`src/rtl/pb_prog_loader.sv`:
```
// PicoBlaze program loader: passes CPU fetches to the instruction RAM in RUN and reloads it from a framed byte stream.
// Fetch path is combinational address / 1-cycle RAM data; rx_ready drops during WRITE, RELEASE and ERR to stall the byte source.
module pb_prog_loader #(
    parameter int         TIMEOUT_CYCLES = 100000,
    parameter int         RELEASE_CYCLES = 4,
    parameter logic [7:0] SYNC_BYTE      = 8'hA5
) (
    input  logic        i_clk,
    input  logic        i_rst_n,
    input  logic [7:0]  i_rx_data,
    input  logic        i_rx_valid,
    output logic        o_rx_ready,
    input  logic [9:0]  i_cpu_address,
    output logic [17:0] o_cpu_instruction,
    output logic        o_cpu_reset,
    output logic [9:0]  o_ram_address,
    output logic [17:0] o_ram_di,
    output logic        o_ram_we,
    input  logic [17:0] i_ram_do,
    output logic        o_load_busy,
    output logic        o_load_error
);

    localparam int TW = $clog2(TIMEOUT_CYCLES + 1);
    localparam int RW = $clog2(RELEASE_CYCLES + 1);

    typedef enum logic [3:0] {
        S_RUN, S_CNT_H, S_CNT_L, S_D0, S_D1, S_D2, S_WRITE, S_CHK, S_RELEASE, S_ERR
    } state_t;

    state_t      r_state;
    state_t      w_next;
    logic [10:0] r_cnt;
    logic [17:0] r_word;
    logic [9:0]  r_wptr;
    logic [7:0]  r_sum;
    logic [TW-1:0] r_idle;
    logic [RW-1:0] r_rel_cnt;
    logic        r_cpu_hold;
    logic        r_busy;
    logic        r_error;

    logic        w_accept;
    logic        w_waiting;
    logic        w_timeout;
    logic        w_rel_done;
    logic [10:0] w_cnt_full;
    logic        w_cnt_bad;

    assign w_accept   = i_rx_valid & o_rx_ready;
    assign w_waiting  = r_state inside {S_CNT_H, S_CNT_L, S_D0, S_D1, S_D2, S_CHK};
    assign w_timeout  = w_waiting && !w_accept && (r_idle == TW'(TIMEOUT_CYCLES - 1));
    assign w_rel_done = (r_rel_cnt <= RW'(1));
    assign w_cnt_full = {r_cnt[10:8], i_rx_data};
    assign w_cnt_bad  = (w_cnt_full == 11'd0) || (w_cnt_full > 11'd1024);

    assign o_cpu_reset  = r_cpu_hold;
    assign o_load_busy  = r_busy;
    assign o_load_error = r_error;

    always_ff @(posedge i_clk or negedge i_rst_n) begin
        if (!i_rst_n) r_state <= S_RELEASE;
        else          r_state <= w_next;
    end

    always_comb begin
        w_next = r_state;
        case (r_state)
            S_RUN:     if (w_accept && i_rx_data == SYNC_BYTE) w_next = S_CNT_H;
            S_CNT_H:   if (w_accept) w_next = S_CNT_L;
            S_CNT_L:   if (w_accept) w_next = w_cnt_bad ? S_ERR : S_D0;
            S_D0:      if (w_accept) w_next = S_D1;
            S_D1:      if (w_accept) w_next = S_D2;
            S_D2:      if (w_accept) w_next = S_WRITE;
            S_WRITE:   w_next = (r_cnt == 11'd1) ? S_CHK : S_D0;
            S_CHK:     if (w_accept) w_next = (i_rx_data == r_sum) ? S_RELEASE : S_ERR;
            S_RELEASE: if (w_rel_done) w_next = S_RUN;
            S_ERR:     w_next = S_RUN;
            default:   w_next = S_RUN;
        endcase
        if (w_timeout) w_next = S_ERR;
    end

    always_comb begin
        o_rx_ready        = 1'b0;
        o_ram_we          = 1'b0;
        o_ram_di          = '0;
        o_ram_address     = r_wptr;
        o_cpu_instruction = '0;
        case (r_state)
            S_RUN: begin
                o_rx_ready        = 1'b1;
                o_ram_address     = i_cpu_address;
                o_cpu_instruction = i_ram_do;
            end
            S_CNT_H, S_CNT_L, S_D0, S_D1, S_D2, S_CHK: o_rx_ready = 1'b1;
            S_WRITE: begin
                o_ram_we = 1'b1;
                o_ram_di = r_word;
            end
            S_RELEASE: o_cpu_instruction = i_ram_do;
            default: ;
        endcase
    end

    always_ff @(posedge i_clk or negedge i_rst_n) begin
        if (!i_rst_n) begin
            r_cnt      <= '0;
            r_word     <= '0;
            r_wptr     <= '0;
            r_sum      <= '0;
            r_idle     <= '0;
            r_rel_cnt  <= RW'(RELEASE_CYCLES);
            r_cpu_hold <= 1'b1;
            r_busy     <= 1'b0;
            r_error    <= 1'b0;
        end else begin
            if (w_waiting && !w_accept) r_idle <= r_idle + TW'(1);
            else                        r_idle <= '0;

            // Checksum covers count and data bytes, never the SYNC or checksum byte itself.
            if (w_accept && (r_state inside {S_CNT_H, S_CNT_L, S_D0, S_D1, S_D2}))
                r_sum <= r_sum + i_rx_data;

            case (r_state)
                S_RUN: if (w_accept && i_rx_data == SYNC_BYTE) begin
                    r_cpu_hold <= 1'b1;
                    r_busy     <= 1'b1;
                    r_error    <= 1'b0;
                    r_sum      <= '0;
                    r_wptr     <= '0;
                end
                S_CNT_H: if (w_accept) r_cnt[10:8]   <= i_rx_data[2:0];
                S_CNT_L: if (w_accept) r_cnt[7:0]    <= i_rx_data;
                S_D0:    if (w_accept) r_word[17:16] <= i_rx_data[1:0];
                S_D1:    if (w_accept) r_word[15:8]  <= i_rx_data;
                S_D2:    if (w_accept) r_word[7:0]   <= i_rx_data;
                S_WRITE: begin
                    r_wptr <= r_wptr + 10'd1;
                    r_cnt  <= r_cnt - 11'd1;
                end
                S_CHK: if (w_accept && i_rx_data == r_sum) r_rel_cnt <= RW'(RELEASE_CYCLES);
                S_RELEASE: begin
                    if (w_rel_done) begin
                        r_cpu_hold <= 1'b0;
                        r_busy     <= 1'b0;
                    end else begin
                        r_rel_cnt <= r_rel_cnt - RW'(1);
                    end
                end
                default: ;
            endcase

            // A failed frame keeps the CPU held; only a later good frame releases it.
            if (w_next == S_ERR) begin
                r_error <= 1'b1;
                r_busy  <= 1'b0;
            end
        end
    end

endmodule
```
`config.mk`:
```
export PLATFORM = sky130hd
export DESIGN_NAME = pb_prog_loader
export DESIGN_NICKNAME = d
export VERILOG_FILES = /design/src/rtl/pb_prog_loader.sv
export SDC_FILE = /design/constraint.sdc
export NUM_CORES = 1
export LEC_CHECK = 0
export ABC_AREA = 1
export CAP_MARGIN = 20
export CORE_MARGIN = 3
export CORE_UTILIZATION = 45
export CTS_CLUSTER_DIAMETER = 120
export DETAILED_ROUTE_END_ITERATION = 8
export PLACE_DENSITY_LB_ADDON = 0.3
export SLEW_MARGIN = 0
export SYNTH_ARGS = -nofsm -noshare
export SYNTH_HDL_FRONTEND = slang
export SYNTH_SLANG_ARGS = --single-unit
```
`constraint.sdc`:
```
create_clock -name i_clk -period 3.2 [get_ports i_clk]
set_input_delay 0.96 -clock i_clk [delete_from_list [all_inputs] [get_ports i_clk]]
set_output_delay 0.96 -clock i_clk [all_outputs]
set_load 0.01 [all_outputs]
```
==> results.ini, run 1 <==
[synthesis]
postSynthCellCount = 623
syn_avg_cell_area_um2 = 7.27
synth_top_area_share_pct = 39.2
netlist_top_cells_area = dfrtp_1, nand2_1, inv_1, nor2_1, o21ai_0
yosys.area.top_type = dfrtp_1
synth_warnings = 0
syn-num-nets = 676
ys.flop_type = dfrtp_1
synth_cell_types = 44
ys_seq_area_share_pct = 41.0
async_flop_share_pct = 100
synth_edf_count = 0
ys_seq_elements = 74
syn_area_mm2 = 0.00453

[placement]
place_hpwl_um = 8800
gp_congestion = 0.896
place_ws_ns = 0.104
numPortBuffers = 89

[pwr]
switching_share_pct = 41.7
vdd_drop_max_mv = 0.391
clkPwrFrac_pct = 15.9
p_switching_mw = 2.07
leakagePower_nw = 2.70
comb_power_share_pct = 53.1
seqPwrFrac_pct = 31.0
p_per_area_mw_per_mm2 = 849
p_int_mw = 2.90

[clock_tree]
postCtsHoldBufs = 0
clk_pin_slew_ns = 0.07
cts_tree = built
insertion_delay_ns = 0.34
ctsHtreeMaxLevel = 3
cts_root_buffer = clkbuf_8
cts.sinks = 74
cts_made_buffers = 9
cts_buffer_depth = 2

[floorplan]
start_util_pct = 47.7
io_pins = 90
row_count = 35
die_height_um = 106
die_w_um = 106
dieArea_mm2 = 0.0113
design.core.area_mm2 = 0.00950

[critical_path]
cp.required_ns = 2.24
cp.arrival_ns = 2.12
startpoint_type = input pin
crit_path_end_kind = primary output
crit_path_max_fanout = 1
crit_type = input pin to primary output

[sta]
worst_slack_ns = 0.115
skew_ns = 0.00741
grt_setup_unrepaired = true
min_period_ns = 3.08
drv_slew = 0
fin_crit_sh_pct = 96.4
fin_setup_tns_ns = 0
final-setup-viol-count = 0
tightest_slew_ns = 0.430
fmax_mhz = 324
max_slew_margin_pct = 71.2
hold_violations = 0
hold_ws_ns = 0.468

[drt]
drt_iter0_markers = 369
routedWlPerCell_um = 13.6
dr.pass1.iters = 5
drc = 0
drt_wl_total_um = 11600
viasPerCell = 5.12
ant_nets = 0
vias = 4392

[global_routing]
grt_overflow = 0
grt_pass1_vias = 4241
grtUsageMet2_pct = 35.7
met3_usage_pct = 5.28
antenna_found_initial = 0
grt_pass1_wl_um = 19500
grtUsageMet1_pct = 26.5
grt.total_usage_pct = 21.0
grt_start_max_net_pins = 75
top_usage_layer = met2

[final_layout]
final_cell_mix = nand2_1, inv_1, nor2_1
drive_gt1_share_pct = 8.38
fin_nets = 776
final_core_util_pct = 61.6
syn_to_final_growth_pct = 29.2
layout_commonest_cell = nand2_1
diodes = 0

[min_path]
holdCritPathClass = flop to flop

[run_status]
outcome = finished clean

[job]
cap_violations = 0

synth_stat cells (2+ instances only):
master and instances:
o32ai_1 2, inv_1 100, o221ai_1 3, nor2_1 95, a21oi_1 29, ha_1 13, nand2_4 4, o21ai_1 2
o22ai_1 4, nand2_1 126, dfrtp_1 71, xor2_1 6, nor4_1 2, nand2_2 2, or2_2 2, xnor2_1 2
buf_2 3, a21oi_4 2, nor2_4 5, nand3_1 29, o21a_1 2, nand4_1 11, inv_2 7, nor3_1 16
clkbuf_1 5, nor2_2 3, o21ai_0 55, dfstp_2 3, o211ai_1 4
kinds of logic (layout without fill, tap and decap cells):
logic type / count (synthesis) / count (layout) / share of synthesized area (%)
compound gates: 109 / 109 / 14.0
xor+xnor: 8 / 8 / 1.55
fa+ha+maj: 14 / 14 / 4.03
buf+inv: 118 / 223 / 10.1
flops: 74 / 74 / 41.0
simple gates: 300 / 300 / 29.4
final cells by class:
cell class                      instances  area (um^2)
Fill cell                             847         3650
Multi-Input combinational cell        431         2220
Sequential cell                        74         1860
Timing Repair Buffer                   99          986
Inverter                              108          409
Tap cell                              129          161
Clock buffer                           11          141
Clock inverter                          5         77.6
routing by layer:
metal / routed length [um] / part of all wire, % / up-vias
met5: 0 / 0 / -
met3: 793 / 6.8 / 20
met1: 4960 / 43 / 2027
met4: 165 / 1.4 / 0
li1: - / - / 2193
met2: 5700 / 49 / 152
flip-flops by register name, summed over array words and instances (netlist names):
name          cells
o_load_busy       1
o_load_error      1
o_cpu_reset       1
r_rel_cnt         3
r_cnt            11
r_state           4
r_word           18
r_sum             8
r_wptr           10
r_idle           17
what timing repair did:
| item | CTS | global route |
|---|---|---|
| hold endpoints to repair | 0 | 0 |
| endpoints found under the setup margin | 18 | 28 |
| resized for setup | 1 | 3 |
| setup buffers | 2 | 0 |
worst paths after layout:
kind	startpoint	endpoint	slack (ns)	cells past startpoint
setup reg to reg	r_state[3]	r_state[1]	1.11	9
max in group asynchronous	i_rst_n	r_state[3]	2.21	2
setup / recovery	i_ram_do[6]	o_cpu_instruction[6]	0.12	4
hold reg to reg	o_cpu_reset	o_cpu_reset	0.47	2
min in group asynchronous	i_rst_n	r_word[4]	0.63	2
hold / removal	o_cpu_reset	o_cpu_reset	0.47	2
metrics by stage:
stage / instances / total power, mW / instance area (um^2)
after global placement: 839 / 3.99 / 5600
after global routing: 857 / 5.40 / 5860
after CTS: 857 / 4.98 / 5850
final: 857 / 4.97 / 5860
after floorplan: 623 / 3.12 / 4530
after detailed placement: 839 / 4.09 / 5600
worst max-delay path, stage by stage:
cell             delay, ns
clkdlybuf4s50_1       0.46
inv_1                 0.04
nor2_1                0.11
clkdlybuf4s50_1       0.56
power groups by stage:
stage	clock [mW]	combinational, mW	sequential [mW]
global placement	0	2.46	1.53
finish	0.791	2.64	1.54
floorplan	0	1.63	1.50
detailed placement	0	2.54	1.55
CTS	0.814	2.63	1.53
global route	0.857	2.96	1.58
Power figures use the tool's default switching activity.
==> inputs of run 2 (changes only) <==
Settings changed: SETUP_SLACK_MARGIN from default to 0.4, SLEW_MARGIN 0 to default.
==> results.ini, run 2 (synthesis gave the netlist of run 1 again) <==
[run_status]
outcome = finished clean

[pwr]
vdd_drop_max_mv = 0.391
p_int_mw = 2.74
p_per_area_mw_per_mm2 = 824
p_switching_mw = 2.09
switching_share_pct = 43.3
seqPwrFrac_pct = 32.0
comb_power_share_pct = 51.6
clkPwrFrac_pct = 16.4
leakagePower_nw = 3.05
finalPower_mw = 4.83

[sta]
tightest_slew_ns = 0.429
hold_violations = 0
fin_crit_sh_pct = 86.7
skew_ns = 0.00728
fin_setup_tns_ns = 0
fmax_mhz = 360
final-setup-viol-count = 0
min_period_ns = 2.77
max_slew_margin_pct = 71.3
drv_slew = 0
grt_setup_unrepaired = false

[global_routing]
grtUsageMet2_pct = 35.9
antenna_found_initial = 0
grtUsageMet1_pct = 26.5
grt_start_max_net_pins = 75
grt_pass1_vias = 4258
grt_pass1_wl_um = 19600
top_usage_layer = met2
grt_overflow = 0
grt.total_usage_pct = 21.1
met3_usage_pct = 5.22

[clock_tree]
cts_buffer_depth = 2
clk_pin_slew_ns = 0.07
cts_root_buffer = clkbuf_8
ctsHtreeMaxLevel = 3
insertion_delay_ns = 0.34
cts.sinks = 74
cts_tree = built
cts_made_buffers = 9

[final_layout]
fillers = 849
regMostFlops = r_word
top_regs = r_word: 18 flops, r_idle: 17 flops, r_cnt: 11 flops
instances_no_fill = 861
final_cell_mix = nand2_1, inv_1, nor2_1
fin_nets = 780
largest_reg_flops = 18
drive_gt1_share_pct = 12.0
layout_commonest_cell = nand2_1
diodes = 0
syn_to_final_growth_pct = 29.3
postLayoutCellArea_mm2 = 0.00586

[critical_path]
r2r_setup_slack_ns = 1.28
cp.required_ns = 2.24
crit_type = input pin to primary output
slowest_stage = clkdlybuf4s50_1
crit_chain = clkdlybuf4s50_1 > inv_1 > nor2_1 > dlygate4sd2_1
critPathMaxStageDelay_ns = 0.46
crit_start = i_ram_do[17]
r2r_end = r_sum[6]
crit_path_max_fanout = 1
endpoint = o_cpu_instruction[17]
r2r_start = r_sum[0]
cp.arrival_ns = 1.81
crit_path_end_kind = primary output
startpoint_type = input pin
reg2regPathDepth = 10

[floorplan]
io_pins = 90
row_count = 35
design.core.area_mm2 = 0.00950
dieArea_mm2 = 0.0113
die_w_um = 106
start_util_pct = 47.7
die_height_um = 106

[placement]
post_dp_cell_area_mm2 = 0.00560
gp_congestion = 0.896
numPortBuffers = 89
placed_cells = 839
place_hpwl_um = 8800

[drt]
drc = 0
routedWlPerCell_um = 13.6
viasPerCell = 5.12
drt_iter0_markers = 354
drt_wl_total_um = 11700
vias = 4405
ant_nets = 0
dr.pass1.iters = 5

[min_path]
holdCritPathClass = flop to flop

[job]
cap_violations = 0

[run 2: cell count changes in the layout (fill, tap and decap cells not counted), moves of 3 or more]
| cell | previous run | this run |
|---|---|---|
| clkdlybuf4s50_1 | 88 | 38 |
| clkbuf_2 | 0 | 18 |
| dlymetal6s2s_1 | 0 | 17 |
| clkdlybuf4s15_1 | 0 | 8 |
| dlygate4sd2_1 | 0 | 7 |
| buf_4 | 8 | 11 |
| dfrtp_1 | 71 | 68 |
| dfrtp_2 | 0 | 3 |
[run 2: area by class of cell]
class                           count  area [um^2]  area share [%]
Sequential cell                    74         1860            31.7
Inverter                          108          417            7.11
Tap cell                          129          161            2.75
Multi-Input combinational cell    431         2240            38.2
Clock inverter                      5         77.6            1.32
Timing Repair Buffer              103          963            16.4
Clock buffer                       11          141            2.41
[run 2: through the flow]
stage | setup WS [ns] | util, % | hold WS [ns]
3_5_place_dp | 0.104 | 58.9 | 0.458
4_1_cts | 0.345 | 61.6 | 0.470
3_3_place_gp | 0.126 | 58.9 | 0.447
2_1_floorplan | 0.834 | - | 0.430
6_report | 0.425 | 61.7 | 0.468
5_1_grt | 0.400 | 61.7 | 0.489
[run 2: worst max-delay path: cells and delay by family]
family,cells,cell delay [ns]
buffers and inverters,3,0.78
AND/OR/NAND/NOR,1,0.09
[run 2: worst min path at each step]
stage                     start     endpoint  cells past startpoint
floorplan             r_idle[0]    r_idle[0]                      1
detailed placement  o_cpu_reset  o_cpu_reset                      2
global route        o_cpu_reset  o_cpu_reset                      2
global placement      r_idle[0]    r_idle[0]                      1
CTS                 o_cpu_reset  o_cpu_reset                      2
finish              o_cpu_reset  o_cpu_reset                      2
[run 2: repair_timing]
| item | 4_1_cts | 5_1_grt |
|---|---|---|
| pin swaps | 0 | 1 |
| gates resized for setup | 47 | 63 |
| setup endpoints to repair | 47 | 43 |
| setup buffers | 4 | 2 |
| hold buffers | 0 | 0 |
[run 2: power by group through the flow]
stage	Clock [mW]	Sequential [mW]	Combinational (mW)
global route	0.857	1.59	2.81
CTS	0.814	1.54	2.51
detailed placement	0	1.55	2.54
floorplan	0	1.50	1.63
finish	0.790	1.55	2.49
global placement	0	1.53	2.46
[run 2: routing by layer]
metal / vias to the layer above / wire length [um]
met3: 18 / 764
met5: - / 0
li1: 2195 / -
met1: 2038 / 5050
met4: 0 / 150
met2: 154 / 5760
==> inputs of run 3 (changes only) <==
Settings changed: CORE_ASPECT_RATIO from default to 0.75.
==> results.ini, run 3 (synthesis gave the netlist of run 1 again) <==
[run_status]
outcome = finished clean

[min_path]
holdCritPathClass = flop to flop
hold_depth = 2

[pwr]
leakagePower_nw = 2.92
vdd_drop_max_mv = 0.451
finalPower_mw = 5.11
p_per_area_mw_per_mm2 = 864

[sta]
hold_violations = 0
skew_ns = 0.00720
max_slew_margin_pct = 69.6
fin_crit_sh_pct = 86.9
fin_setup_tns_ns = 0
final-setup-viol-count = 0
tightest_slew_ns = 0.453
drv_slew = 0
hold_ws_ns = 0.468
grt_setup_unrepaired = true
min_period_ns = 2.78
fmax_mhz = 360

[placement]
gp_congestion = 0.947
numPortBuffers = 89
place_hpwl_um = 8800
placed_cells = 843

[global_routing]
grt.total_usage_pct = 21.8
antenna_found_initial = 0
grt_overflow = 0
grt_pass1_vias = 4077
grt_start_max_net_pins = 75
grt_pass1_wl_um = 19700

[floorplan]
die_w_um = 122
design.core.area_mm2 = 0.00974
io_pins = 90
die_height_um = 92.9
dieArea_mm2 = 0.0113
row_count = 31
start_util_pct = 46.5

[critical_path]
reg2regPathDepth = 9
cp.arrival_ns = 1.82
cp.required_ns = 2.24
r2r_setup_slack_ns = 1.33
crit_chain = clkdlybuf4s50_1 > inv_1 > nor2_1 > dlygate4sd2_1
crit_type = input pin to primary output
crit_path_end_kind = primary output
r2r_start = r_state[3]
critical_path_buf_inv_count = 3
crit_path_max_fanout = 1
crit_start = i_ram_do[13]
critPathMaxStageDelay_ns = 0.45
slowest_stage = clkdlybuf4s50_1
critPathTopFamily = buffers and inverters
startpoint_type = input pin
r2r_end = r_state[1]
endpoint = o_cpu_instruction[13]
cp.depth = 4

[clock_tree]
postCtsHoldBufs = 0
insertion_delay_ns = 0.34
cts.sinks = 74
ctsHtreeMaxLevel = 3
cts_root_buffer = clkbuf_16
cts_buffer_depth = 2
cts_tree = built
cts_made_buffers = 9
clk_pin_slew_ns = 0.05

[drt]
routedWlPerCell_um = 13.8
ant_nets = 0
drt_iter0_markers = 459
drc = 0
drt_wl_total_um = 11900
vias = 4427
viasPerCell = 5.14
dr.pass1.iters = 5

[final_layout]
regMostFlops = r_word
fin_nets = 778
instances_no_fill = 862
diodes = 0
syn_to_final_growth_pct = 30.4
final_cell_mix = nand2_1, inv_1, nor2_1
layout_commonest_cell = nand2_1
drive_gt1_share_pct = 12.2
top_regs = r_word: 18 flops, r_idle: 17 flops, r_cnt: 11 flops
largest_reg_flops = 18

[job]
cap_violations = 0

run 3: power by group:
part | total [mW] | switching, mW | internal [mW]
clock network | 1.13 | 0.401 | 0.729
logic | 2.44 | 1.51 | 0.928
registers | 1.54 | 0.252 | 1.29
run 3: worst min-delay path by stage:
stage                startpoint           to
finish              o_cpu_reset  o_cpu_reset
global route          r_wptr[9]    r_wptr[9]
CTS                 o_cpu_reset  o_cpu_reset
detailed placement  o_cpu_reset  o_cpu_reset
global placement      r_idle[0]    r_idle[0]
floorplan             r_idle[0]    r_idle[0]
run 3: per-stage QoR:
stage	util, %	worst slack, ns	cell area [um^2]
2_1_floorplan	-	0.834	4530
3_3_place_gp	57.6	0.143	5610
3_5_place_dp	57.6	0.109	5610
4_1_cts	60.9	0.341	5930
5_1_grt	60.7	0.321	5910
6_report	60.7	0.419	5910
run 3: tightest hold or removal path: cells and delay by family, from the launching register on:
| family | cells | cell delay, ns |
|---|---|---|
| AND/OR/NAND/NOR | 2 | 0.11 |
| flip-flops | 1 | 0.36 |
run 3: cell type report:
type / count / area [um^2]
inverter: 108 / 415
timing repair buffer: 100 / 885
fill: 896 / 3830
multi-input combinational: 431 / 2240
clock inverter: 5 / 86.3
tap: 132 / 165
sequential: 74 / 1860
timing repair inverter: 1 / 5.00
clock buffer: 11 / 253
run 3: repair_timing:
action                                  CTS  global route
cloned                                    0             1
resized for setup                        53            56
pin swaps                                 0             1
endpoints found under the setup margin   47            30
buffers inserted                          1             1
run 3: metal layers:
metal	part of all wire (%)	vias up	wire [um]	GRT usage (%)
li1	-	2198	-	-
met1	46	2059	5500	30.4
met2	45	148	5370	33.8
met3	6.5	22	768	4.88
met4	1.9	0	227	7.00
met5	0	-	0	0
